<file path="config.mk">
export PLATFORM = sky130hd
export DESIGN_NAME = scanout_engine
export DESIGN_NICKNAME = d
export VERILOG_FILES = /design/src/rtl/scanout_engine.sv
export SDC_FILE = /design/constraint.sdc
export NUM_CORES = 1
export LEC_CHECK = 0
export CAP_MARGIN = 10
export CORE_MARGIN = 2
export CORE_UTILIZATION = 42
export DETAILED_ROUTE_END_ITERATION = 10
export PLACE_DENSITY = 0.65
export SETUP_SLACK_MARGIN = 0.02
export SLEW_MARGIN = 0
export SYNTH_ARGS = -nofsm -noshare
export SYNTH_HDL_FRONTEND = slang
export SYNTH_SLANG_ARGS = --single-unit
</file>
<file path="constraint.sdc">
create_clock -name clk_i -period 2.2 [get_ports clk_i]
set_input_delay 0.44 -clock clk_i [delete_from_list [all_inputs] [get_ports clk_i]]
set_output_delay 0.44 -clock clk_i [all_outputs]
set_load 0.05 [all_outputs]
</file>
<file path="src/rtl/scanout_engine.sv">
// scanout_engine: single-clock VGA scanout path. Generates the raster
// timing, walks the frame buffer with pixel/line replication, selects one
// of two pages per frame, and lines the returned pixels up with the
// delayed sync and blanking signals.
module scanout_engine #(
  parameter int H_ACTIVE    = 640,
  parameter int H_FP        = 16,
  parameter int H_SYNC      = 96,
  parameter int H_BP        = 48,
  parameter int V_ACTIVE    = 480,
  parameter int V_FP        = 10,
  parameter int V_SYNC      = 2,
  parameter int V_BP        = 33,
  parameter bit SYNC_POL    = 1'b0,
  parameter int SCALE       = 2,
  parameter int PIXEL_BITS  = 4,
  parameter int COLOR_BITS  = 4,
  parameter int MEM_LATENCY = 1,
  parameter int ADDR_WIDTH  = 18
) (
  input  logic                  clk_i,
  input  logic                  rst_ni,
  input  logic                  enable_i,
  input  logic                  page_sel_i,
  output logic [ADDR_WIDTH-1:0] mem_addr_o,
  output logic                  mem_rd_en_o,
  input  logic [PIXEL_BITS-1:0] mem_rd_data_i,
  output logic [COLOR_BITS-1:0] vga_r_o,
  output logic [COLOR_BITS-1:0] vga_g_o,
  output logic [COLOR_BITS-1:0] vga_b_o,
  output logic                  vga_hs_o,
  output logic                  vga_vs_o,
  output logic                  display_en_o,
  output logic                  active_page_o,
  output logic                  frame_start_o
);

  localparam int H_TOTAL   = H_ACTIVE + H_FP + H_SYNC + H_BP;
  localparam int V_TOTAL   = V_ACTIVE + V_FP + V_SYNC + V_BP;
  localparam int FB_W      = H_ACTIVE / SCALE;
  localparam int FB_H      = V_ACTIVE / SCALE;
  localparam int PAGE_SIZE = FB_W * FB_H;
  localparam int HW        = $clog2(H_TOTAL + 1);
  localparam int VW        = $clog2(V_TOTAL + 1);
  localparam int RW        = (SCALE > 1) ? $clog2(SCALE) : 1;
  localparam int CW        = (FB_W > 1) ? $clog2(FB_W) : 1;
  localparam int PIPE      = MEM_LATENCY + 1;

  typedef enum logic {
    ST_IDLE,
    ST_RUN
  } state_e;

  typedef struct packed {
    logic de;
    logic hs;
    logic vs;
  } timing_t;

  state_e                state_q, state_d;
  logic [HW-1:0]         h_cnt_q, h_cnt_d;
  logic [VW-1:0]         v_cnt_q, v_cnt_d;
  logic                  active_page_q, active_page_d;
  logic                  frame_start_q, frame_start_d;

  logic [RW-1:0]         hrep_q, hrep_d;
  logic [CW-1:0]         col_q, col_d;
  logic [RW-1:0]         vrep_q, vrep_d;
  logic [ADDR_WIDTH-1:0] line_base_q, line_base_d;

  logic [ADDR_WIDTH-1:0] mem_addr_q;
  logic                  mem_rd_en_q;
  timing_t [PIPE-1:0]    pipe_q;

  logic                  running;
  logic                  h_active, v_active, pos_active;
  logic                  last_pix, last_line;
  logic                  hs_now, vs_now;
  logic [ADDR_WIDTH-1:0] page_base, addr_now;
  timing_t               timing_now;
  logic [COLOR_BITS-1:0] pixel_color;

  // Decode the current raster position into active, sync and wrap flags.
  assign running   = (state_q == ST_RUN);
  assign h_active  = (h_cnt_q < HW'(H_ACTIVE));
  assign v_active  = (v_cnt_q < VW'(V_ACTIVE));
  assign last_pix  = (h_cnt_q == HW'(H_TOTAL - 1));
  assign last_line = (v_cnt_q == VW'(V_TOTAL - 1));
  assign pos_active = running && h_active && v_active;
  assign hs_now = running && (h_cnt_q >= HW'(H_ACTIVE + H_FP))
                          && (h_cnt_q <  HW'(H_ACTIVE + H_FP + H_SYNC));
  assign vs_now = running && (v_cnt_q >= VW'(V_ACTIVE + V_FP))
                          && (v_cnt_q <  VW'(V_ACTIVE + V_FP + V_SYNC));
  assign timing_now = '{de: pos_active, hs: hs_now, vs: vs_now};

  // Page offset is either zero or one page, so no multiplier is needed.
  assign page_base = active_page_q ? ADDR_WIDTH'(PAGE_SIZE) : '0;
  assign addr_now  = page_base + line_base_q + ADDR_WIDTH'(col_q);

  // Run state, raster counters, page latch and frame pulse next-state logic.
  always_comb begin
    state_d       = state_q;
    h_cnt_d       = h_cnt_q;
    v_cnt_d       = v_cnt_q;
    active_page_d = active_page_q;
    frame_start_d = 1'b0;
    if (!enable_i) begin
      state_d = ST_IDLE;
      h_cnt_d = '0;
      v_cnt_d = '0;
    end else begin
      case (state_q)
        ST_IDLE: begin
          state_d       = ST_RUN;
          h_cnt_d       = '0;
          v_cnt_d       = '0;
          active_page_d = page_sel_i;
          frame_start_d = 1'b1;
        end
        ST_RUN: begin
          if (last_pix) begin
            h_cnt_d = '0;
            if (last_line) begin
              v_cnt_d       = '0;
              active_page_d = page_sel_i;
              frame_start_d = 1'b1;
            end else begin
              v_cnt_d = v_cnt_q + VW'(1);
            end
          end else begin
            h_cnt_d = h_cnt_q + HW'(1);
          end
        end
        default: state_d = ST_IDLE;
      endcase
    end
  end

  // Register the run state, raster position, page and frame pulse.
  always_ff @(posedge clk_i or negedge rst_ni) begin
    if (!rst_ni) begin
      state_q       <= ST_IDLE;
      h_cnt_q       <= '0;
      v_cnt_q       <= '0;
      active_page_q <= 1'b0;
      frame_start_q <= 1'b0;
    end else begin
      state_q       <= state_d;
      h_cnt_q       <= h_cnt_d;
      v_cnt_q       <= v_cnt_d;
      active_page_q <= active_page_d;
      frame_start_q <= frame_start_d;
    end
  end

  // Walk the frame buffer incrementally: column every SCALE pixels, line
  // base every SCALE active lines, both cleared at their wraps.
  always_comb begin
    hrep_d      = hrep_q;
    col_d       = col_q;
    vrep_d      = vrep_q;
    line_base_d = line_base_q;
    if (!enable_i || !running) begin
      hrep_d      = '0;
      col_d       = '0;
      vrep_d      = '0;
      line_base_d = '0;
    end else begin
      if (pos_active) begin
        if (h_cnt_q == HW'(H_ACTIVE - 1)) begin
          hrep_d = '0;
          col_d  = '0;
        end else if (hrep_q == RW'(SCALE - 1)) begin
          hrep_d = '0;
          col_d  = col_q + CW'(1);
        end else begin
          hrep_d = hrep_q + RW'(1);
        end
      end
      if (last_pix) begin
        if (last_line) begin
          vrep_d      = '0;
          line_base_d = '0;
        end else if (v_active) begin
          if (vrep_q == RW'(SCALE - 1)) begin
            vrep_d      = '0;
            line_base_d = line_base_q + ADDR_WIDTH'(FB_W);
          end else begin
            vrep_d = vrep_q + RW'(1);
          end
        end
      end
    end
  end

  // Register the address-walk counters.
  always_ff @(posedge clk_i or negedge rst_ni) begin
    if (!rst_ni) begin
      hrep_q      <= '0;
      col_q       <= '0;
      vrep_q      <= '0;
      line_base_q <= '0;
    end else begin
      hrep_q      <= hrep_d;
      col_q       <= col_d;
      vrep_q      <= vrep_d;
      line_base_q <= line_base_d;
    end
  end

  // Issue a registered read for every visible pixel; the address holds in blanking.
  always_ff @(posedge clk_i or negedge rst_ni) begin
    if (!rst_ni) begin
      mem_addr_q  <= '0;
      mem_rd_en_q <= 1'b0;
    end else begin
      mem_rd_en_q <= enable_i && pos_active;
      if (enable_i && pos_active) begin
        mem_addr_q <= addr_now;
      end
    end
  end

  // Delay blanking and sync so they arrive together with the read data.
  always_ff @(posedge clk_i or negedge rst_ni) begin
    if (!rst_ni) begin
      pipe_q <= '0;
    end else if (!enable_i) begin
      pipe_q <= '0;
    end else begin
      pipe_q[0] <= timing_now;
      for (int i = 1; i < PIPE; i++) begin
        pipe_q[i] <= pipe_q[i-1];
      end
    end
  end

  // Left-align and bit-replicate the pixel, blanking it outside the visible area.
  always_comb begin
    pixel_color = '0;
    if (pipe_q[PIPE-1].de) begin
      for (int i = 0; i < COLOR_BITS; i++) begin
        pixel_color[COLOR_BITS-1-i] = mem_rd_data_i[PIXEL_BITS-1-(i % PIXEL_BITS)];
      end
    end
  end

  assign mem_addr_o    = mem_addr_q;
  assign mem_rd_en_o   = mem_rd_en_q;
  assign vga_r_o       = pixel_color;
  assign vga_g_o       = pixel_color;
  assign vga_b_o       = pixel_color;
  assign vga_hs_o      = pipe_q[PIPE-1].hs ? SYNC_POL : ~SYNC_POL;
  assign vga_vs_o      = pipe_q[PIPE-1].vs ? SYNC_POL : ~SYNC_POL;
  assign display_en_o  = pipe_q[PIPE-1].de;
  assign active_page_o = active_page_q;
  assign frame_start_o = frame_start_q;

endmodule
</file>
==> impl_metrics.py <==
metrics = {
    "run_status": {
        "outcome": "completed",
    },
    "timing": {
        "finClkSkew_ns": 0.0142,
        "setup_violations": 0,
        "hold_viol": 0,
        "post-route-period-util_pct": 96.7,
        "maxSlewHeadroom_pct": 66.1,
        "fmax_mhz": 470,
        "whs_ns": 0.0392,
        "setup_tns_ns": 0,
        "slew_viol_final": 0,
        "period_needed_ns": 2.13,
        "rsz0062_at_grt": "yes",
        "tightest_slew_ns": 0.507,
    },
    "yosys": {
        "ys_async_sr_fraction_pct": 100,
        "synth_edf_count": 0,
        "avgSynthCellArea_um2": 9.13,
        "synth_flop_cell": "dfrtp_1",
        "syn-num-nets": 434,
        "syn_area_um2": 3770,
        "ys_seq_area_share_pct": 46.5,
        "yosysUniqueCellTypes": 57,
        "synth_warnings": 0,
        "ys_seq_elements": 70,
        "synth_cells": 413,
    },
    "floorplanning": {
        "die_y_um": 98.7,
        "boundaryPins": 44,
        "die-area_um2": 9750,
        "rows": 34,
        "initial_utilization_pct": 43.2,
        "core_um2": 8720,
        "dieWidth_um": 98.7,
    },
    "route": {
        "dr.first_iter.drc_count": 207,
        "via_per_inst": 5.43,
        "routed_wl_mm": 8.41,
        "dr.pass1.iters": 4,
        "remaining_drc_errors": 0,
        "avgRoutedWirePerCell_um": 14.4,
        "ant_nets": 0,
        "vias": 3175,
    },
    "finish": {
        "diodes": 0,
        "post-route-util_pct": 54.5,
        "final_area_um2": 4750,
        "final_cell_mix": "70 x dfrtp_1, 61 x nand2_1, 42 x o21ai_0",
        "fin_cells": 585,
        "layout-drive-gt1-share_pct": 15.1,
        "finalNetCount": 493,
        "area_delta_synth_final_pct": 26.1,
        "final_common_cell": "dfrtp_1",
    },
    "power": {
        "power_leakage_nw": 2.11,
        "p_per_area_nw_per_um2": 563,
        "seq_power_share_pct": 49.7,
        "internal_power_mw": 1.95,
        "clockPowerShare_pct": 38.2,
        "comb_power_share_pct": 12.1,
        "peakVddDrop_uv": 327,
        "swShare_pct": 27.1,
        "switchingPower_mw": 0.725,
    },
    "placed_design": {
        "post_dp_cell_area_um2": 4550,
        "dp_hpwl_mm": 6.24,
        "io_buffers": 43,
        "place_inst": 569,
        "gp_congestion": 0.833,
    },
    "grt": {
        "antenna_found_initial": 0,
        "grt_pass1_wl_mm": 14.8,
        "grt-ovfl-total": 0,
        "grt_max_degree": 28,
        "grtUsageTotal_pct": 18.5,
        "grt_pass1_vias": 3119,
    },
    "worst_setup_path": {
        "r2r_slack_ns": 0.07,
        "cp-end-kind": "register",
        "r2r-end": "active_page_o$_DFFE_PN0P_",
        "critPathKind": "register to register",
        "worstPathRequired_ns": 2.43,
        "reg2reg_from": "v_cnt_q[1]$_DFFE_PN0P_",
        "cp.arrival_ns": 2.36,
        "reg2reg_depth": 7,
        "crit_fanout": 3,
        "start_kind": "register",
    },
    "cts": {
        "clkSinkCount": 70,
        "htreeDepth": 3,
        "cts-root-buf": "clkbuf_8",
        "post_cts_buffers": 0,
        "clock_path_buffers": 2,
        "numCtsBuffers": 9,
        "insertion_delay_ns": 0.35,
        "clk_pin_slew_ns": 0.08,
        "cts_tree": "built",
    },
    "run": {
        "max_cap_viol_count": 0,
    },
    "hold_path": {
        "min-delay-path-class": "primary input to async pin",
    },
}
logic make-up (layout without fill, tap and decap cells):
logic type	Yosys count	in the layout	synth area share [%]
xor+xnor	17	17	3.95
fa+ha+maj	13	13	4.31
mux	2	2	0.564
compound gates	98	98	16.1
flops	70	70	46.5
buf+inv	33	97	4.38
simple gates	180	180	24.2
worst max path at each step:
stage                           startpoint                        end  slack (ns)  depth (start not counted)
floorplan           v_cnt_q[1]$_DFFE_PN0P_  active_page_o$_DFFE_PN0P_        0.08                          7
global placement    v_cnt_q[1]$_DFFE_PN0P_  active_page_o$_DFFE_PN0P_        0.07                          7
detailed placement  v_cnt_q[1]$_DFFE_PN0P_  active_page_o$_DFFE_PN0P_        0.02                          7
CTS                 v_cnt_q[1]$_DFFE_PN0P_  active_page_o$_DFFE_PN0P_        0.02                          7
global route        v_cnt_q[1]$_DFFE_PN0P_  active_page_o$_DFFE_PN0P_       0.001                          7
finish              v_cnt_q[1]$_DFFE_PN0P_  active_page_o$_DFFE_PN0P_        0.07                          7
power by group through the flow:
stage,sequential [mW],combinational (mW),clock [mW]
6_report,1.33,0.325,1.02
5_1_grt,1.34,0.351,1.10
4_1_cts,1.33,0.328,1.04
2_1_floorplan,1.43,0.105,0
3_3_place_gp,1.36,0.324,0
3_5_place_dp,1.36,0.327,0
critical path, cell delays in order (launching register included):
cell	delay (ns)
dfrtp_1	0.40
inv_2	0.07
ha_1	0.13
or4b_4	0.48
or3_4	0.36
o21ai_2	0.11
and2_4	0.15
mux2_1	0.31
timing repair:
item | in CTS | in global routing
endpoints found under the setup margin | 1 | 8
resized for setup | 1 | 5
pin swaps | 0 | 2
hold buffers | 0 | 0
layout make-up:
type                       instances  area [um^2]
fill                             830         3970
multi-input combinational        310         1860
sequential                        70         1750
timing repair buffer              71          774
tap                              108          135
clock buffer                      11          131
clock inverter                     5         60.1
inverter                          10         37.5
flip-flops by register name (all words and copies together), names as in the netlist:
| name | count |
|---|---|
| vrep_q | 1 |
| frame_start_o | 1 |
| mem_addr_o | 18 |
| line_base_q | 12 |
| col_q | 9 |
| running | 1 |
| v_cnt_q | 10 |
| display_en_o | 1 |
| active_page_o | 1 |
| pipe_q | 4 |
| mem_rd_en_o | 1 |
| h_cnt_q | 10 |
| hrep_q | 1 |
through the flow:
stage	power [mW]	setup slack [ns]
2_1_floorplan	1.54	0.0814
3_3_place_gp	1.68	0.0667
3_5_place_dp	1.68	0.0186
4_1_cts	2.70	0.0240
5_1_grt	2.78	0.00142
6_report	2.68	0.0721
layer usage:
metal	part of all wire [%]	vias to the layer above	global-route usage [%]
li1	-	1570	-
met2	48	74	30.6
met4	1.5	0	5.69
met3	5.1	10	5.04
met1	46	1521	23.6
met5	0	-	0
cells in the mapped netlist, types with 4 or more instances:
cell type / instances / area (um^2)
dfrtp_1: 70 / 1750
nor2b_1: 5 / 31.3
ha_1: 13 / 163
a31oi_1: 7 / 43.8
a21o_1: 4 / 30.0
clkbuf_1: 11 / 41.3
nand2_1: 61 / 229
nand4_1: 7 / 43.8
nor2_1: 33 / 124
a21oi_1: 17 / 85.1
o21ai_0: 42 / 210
xnor2_1: 10 / 87.6
o31ai_1: 5 / 37.5
nand3_1: 15 / 75.1
nor3_1: 13 / 65.1
buf_4: 8 / 60.1
and2_1: 12 / 75.1
inv_1: 10 / 37.5
and3_1: 7 / 43.8
xor2_1: 7 / 61.3
(Power assumes the default switching activity.)
==> variant (config.mk and constraints unchanged) <==
Set the parameter `SYNC_POL` to 1'b1 (it was 1'b0).
--- a/src/rtl/scanout_engine.sv
+++ b/src/rtl/scanout_engine.sv
@@ -11,7 +11,7 @@
   parameter int V_FP        = 10,
   parameter int V_SYNC      = 2,
   parameter int V_BP        = 33,
-  parameter bit SYNC_POL    = 1'b0,
+  parameter bit SYNC_POL    = 1'b1,
   parameter int SCALE       = 2,
   parameter int PIXEL_BITS  = 4,
   parameter int COLOR_BITS  = 4,
Check against the original RTL: not equivalent (a bounded check fails within 4 cycles, from zero or initial values and one cycle with rst_ni low).
==> variant against the unedited design <==
Worst setup slack better by 24 ps. Combinational power up 3%. Critical endpoint is now v_cnt_q[9]. Routed wire length down 3.6%. Synthesized area decreased by 2.5%. Total power fell by 4.0%. Critical path type unchanged. Sequential power about the same. Final area grew 0.53%. Sequential cell count is the same.
==> variant: results (changes against the unedited design) <==
[run_status] status finished, final reports clean
[worst_setup_path] critical-path cell with the highest stage delay or4b_4
[worst_setup_path] R2R setup slack 100 ps [+20 ps]
[power_and_ir_drop] leakage power summed over all cells 2.11 nW [-0.14%]
[drt] total routed wirelength 8100 um [-3.6%]
[worst_setup_path] RR Endpoint v_cnt_q[9]
[logic_synthesis] number of instances in the synthesized netlist 392 [-5.1%]
[power_and_ir_drop] cell-internal power 1.87 mW [-4.1%]
[layout] number of nets in the finished design 483 [-2.0%]
[drt] DR vias 3010 [-5.2%]
[clock_network] post-CTS setup buffer count 0 [unchanged]
[clock_network] H-tree Lvls 3 [unchanged]
[power_and_ir_drop] Max VDD drop 0.316 mV [-3.2%]
[placed_design] worst slack after detailed placement -332 ps [-351 ps]
[timing] Max Clock Skew 11.3 ps [-2.91 ps]
[worst_hold_path] classification of the worst-slack hold path in2async
[placed_design] post-placement cell count 559 [-1.8%]
[global_routing] wire length of the first global-routing pass 14000 um [-5.2%]
[worst_setup_path] worst r2r src v_cnt_q[0]
[global_routing] antenna violations before repair 0 [unchanged]
[logic_synthesis] Yosys warning count 0 [unchanged]
[global_routing] global-route track usage on met2 0.297 [-0.00958]
[global_routing] met3 routing resource usage after global routing 0.0266 [-0.0237]
[logic_synthesis] biggest area contributors in the synthesized netlist dfrtp_1 (48%), nand2_1 (6.4%), ha_1 (4.4%)
[placed_design] final RePlAce weighted congestion 0.875 [+5.0%]
[logic_synthesis] Post-Syn Nets 413 [-4.8%]
[clock_network] number of clock buffers inserted by TritonCTS 9 [unchanged]
[global_routing] via count of the first global-routing pass 2945 [-5.6%]
[worst_setup_path] Register-to-Register Path Depth 8 [+1]
[global_routing] largest net degree at the start of global routing 71 [+150%]
[timing] Slew Limit Headroom 0.495 [-0.166]
[layout] number of fill cells 769 [-7.3%]
[logic_synthesis] part of the Yosys area used for sequential elements 0.477 [+0.0119]
[worst_setup_path] delay of the slowest critical-path stage 490 ps
[drt] Routed wire per std cell 14.1 um [-2.0%]
[placed_design] quantity of I/O buffers inserted on ports 43 [unchanged]
[worst_setup_path] maximum fanout along the worst path 3 [unchanged]
[global_routing] global-route usage over all layers 0.180 [-0.00425]
[logic_synthesis] Async S/R FF share, synth 1.00 [unchanged]
[drt] first drt pass iteration count 4 [unchanged]
[drt] drt initial violations 85 [-59%]
[global_routing] Global Route met1 Usage 0.242 [+0.00568]
[logic_synthesis] proportion of netlist area held by the largest area contributor 0.477 [+0.0119]
[layout] layout cell share with drive strength beyond 1 0.186 [+0.0354]
[logic_synthesis] number of library cell types mapped by synthesis 51 [-11%]
[logic_synthesis] most numerous cell types in the synthesized netlist dfrtp_1 (70), nand2_1 (63), nor2_1 (32), o21ai_0 (30), nand3_1 (15)
[placed_design] detailed placer's ending HPWL 5890 um [-5.7%]
[worst_setup_path] top cell family by delay on the critical path simple AND/OR/NAND/NOR gates
-- variant: changes by cell type in the layout (fill, tap and decap cells not counted), sizes merged, moves of 3 or more --
cell	change
a211o	-3
a21oi	-6
a31oi	-6
and2	-4
and3	-3
and4	-3
buf	+9
nor3b	+4
o21ai	-15
o31ai	+4
xnor2	+3
xor2	+5
-- variant: cell type report --
cell class | instances | area share
flip-flops and latches | 70 | 0.366
clock inverters | 4 | 0.00471
well taps | 108 | 0.0283
multi-input cells | 292 | 0.387
inverters | 9 | 0.00707
clock buffers | 12 | 0.0304
repair buffers | 80 | 0.176
-- variant: how the worst max path moves through the flow --
stage	end	cells after the start	slack, ps	start
2_1_floorplan	mem_addr_o[17]	6	20	active_page_o
3_3_place_gp	line_base_q[15]	5	-270	enable_i
3_5_place_dp	line_base_q[12]	5	-330	enable_i
4_1_cts	active_page_o	2	30	active_page_o
5_1_grt	line_base_q[8]	8	-20	v_cnt_q[1]
6_report	v_cnt_q[9]	8	100	v_cnt_q[0]
-- variant: cells by family after synthesis --
kind of cell,after synthesis,synth area share
mux,3,0.00851
flops,70,0.477
compound gates,76,0.133
simple gates,175,0.238
xor+xnor,25,0.0596
fa+ha+maj,13,0.0442
buf+inv,30,0.0402
-- variant: worst register-to-register path, cell delays in order (launching register included) --
cell and delay, ps:
dfrtp_1 380, inv_1 60, ha_1 150, or4b_4 490, buf_4 170, or3_1 380
nand3_2 110, o21ai_0 90, a21o_1 170
-- variant: per-layer routing --
metal | part of all wire | wire length (um)
met1 | 0.47 | 3780
met2 | 0.49 | 3960
met3 | 0.029 | 237
met4 | 0.015 | 122
met5 | 0 | 0
-- variant: power groups by stage --
| stage | clock (mW) | combinational (mW) | sequential, mW |
|---|---|---|---|
| global route | 0.984 | 0.364 | 1.33 |
| floorplan | 0 | 0.113 | 1.42 |
| finish | 0.908 | 0.336 | 1.33 |
| global placement | 0 | 0.329 | 1.35 |
| detailed placement | 0 | 0.333 | 1.35 |
| CTS | 0.931 | 0.336 | 1.33 |
-- variant: metrics by stage --
stage,TNS (ps),hold WS (ps),area [sq um],power (mW)
global placement,-2760,445,4530,1.68
floorplan,0,144,3680,1.53
detailed placement,-3320,446,4530,1.69
global route,-36.1,133,4780,2.68
CTS,0,121,4730,2.59
finish,0,103,4780,2.57
-- variant: timing repair --
action                                  CTS  global route
hold endpoints to repair                  0             0
gates resized for setup                   5            16
endpoints found under the setup margin   12            15
pin swaps                                 0             3
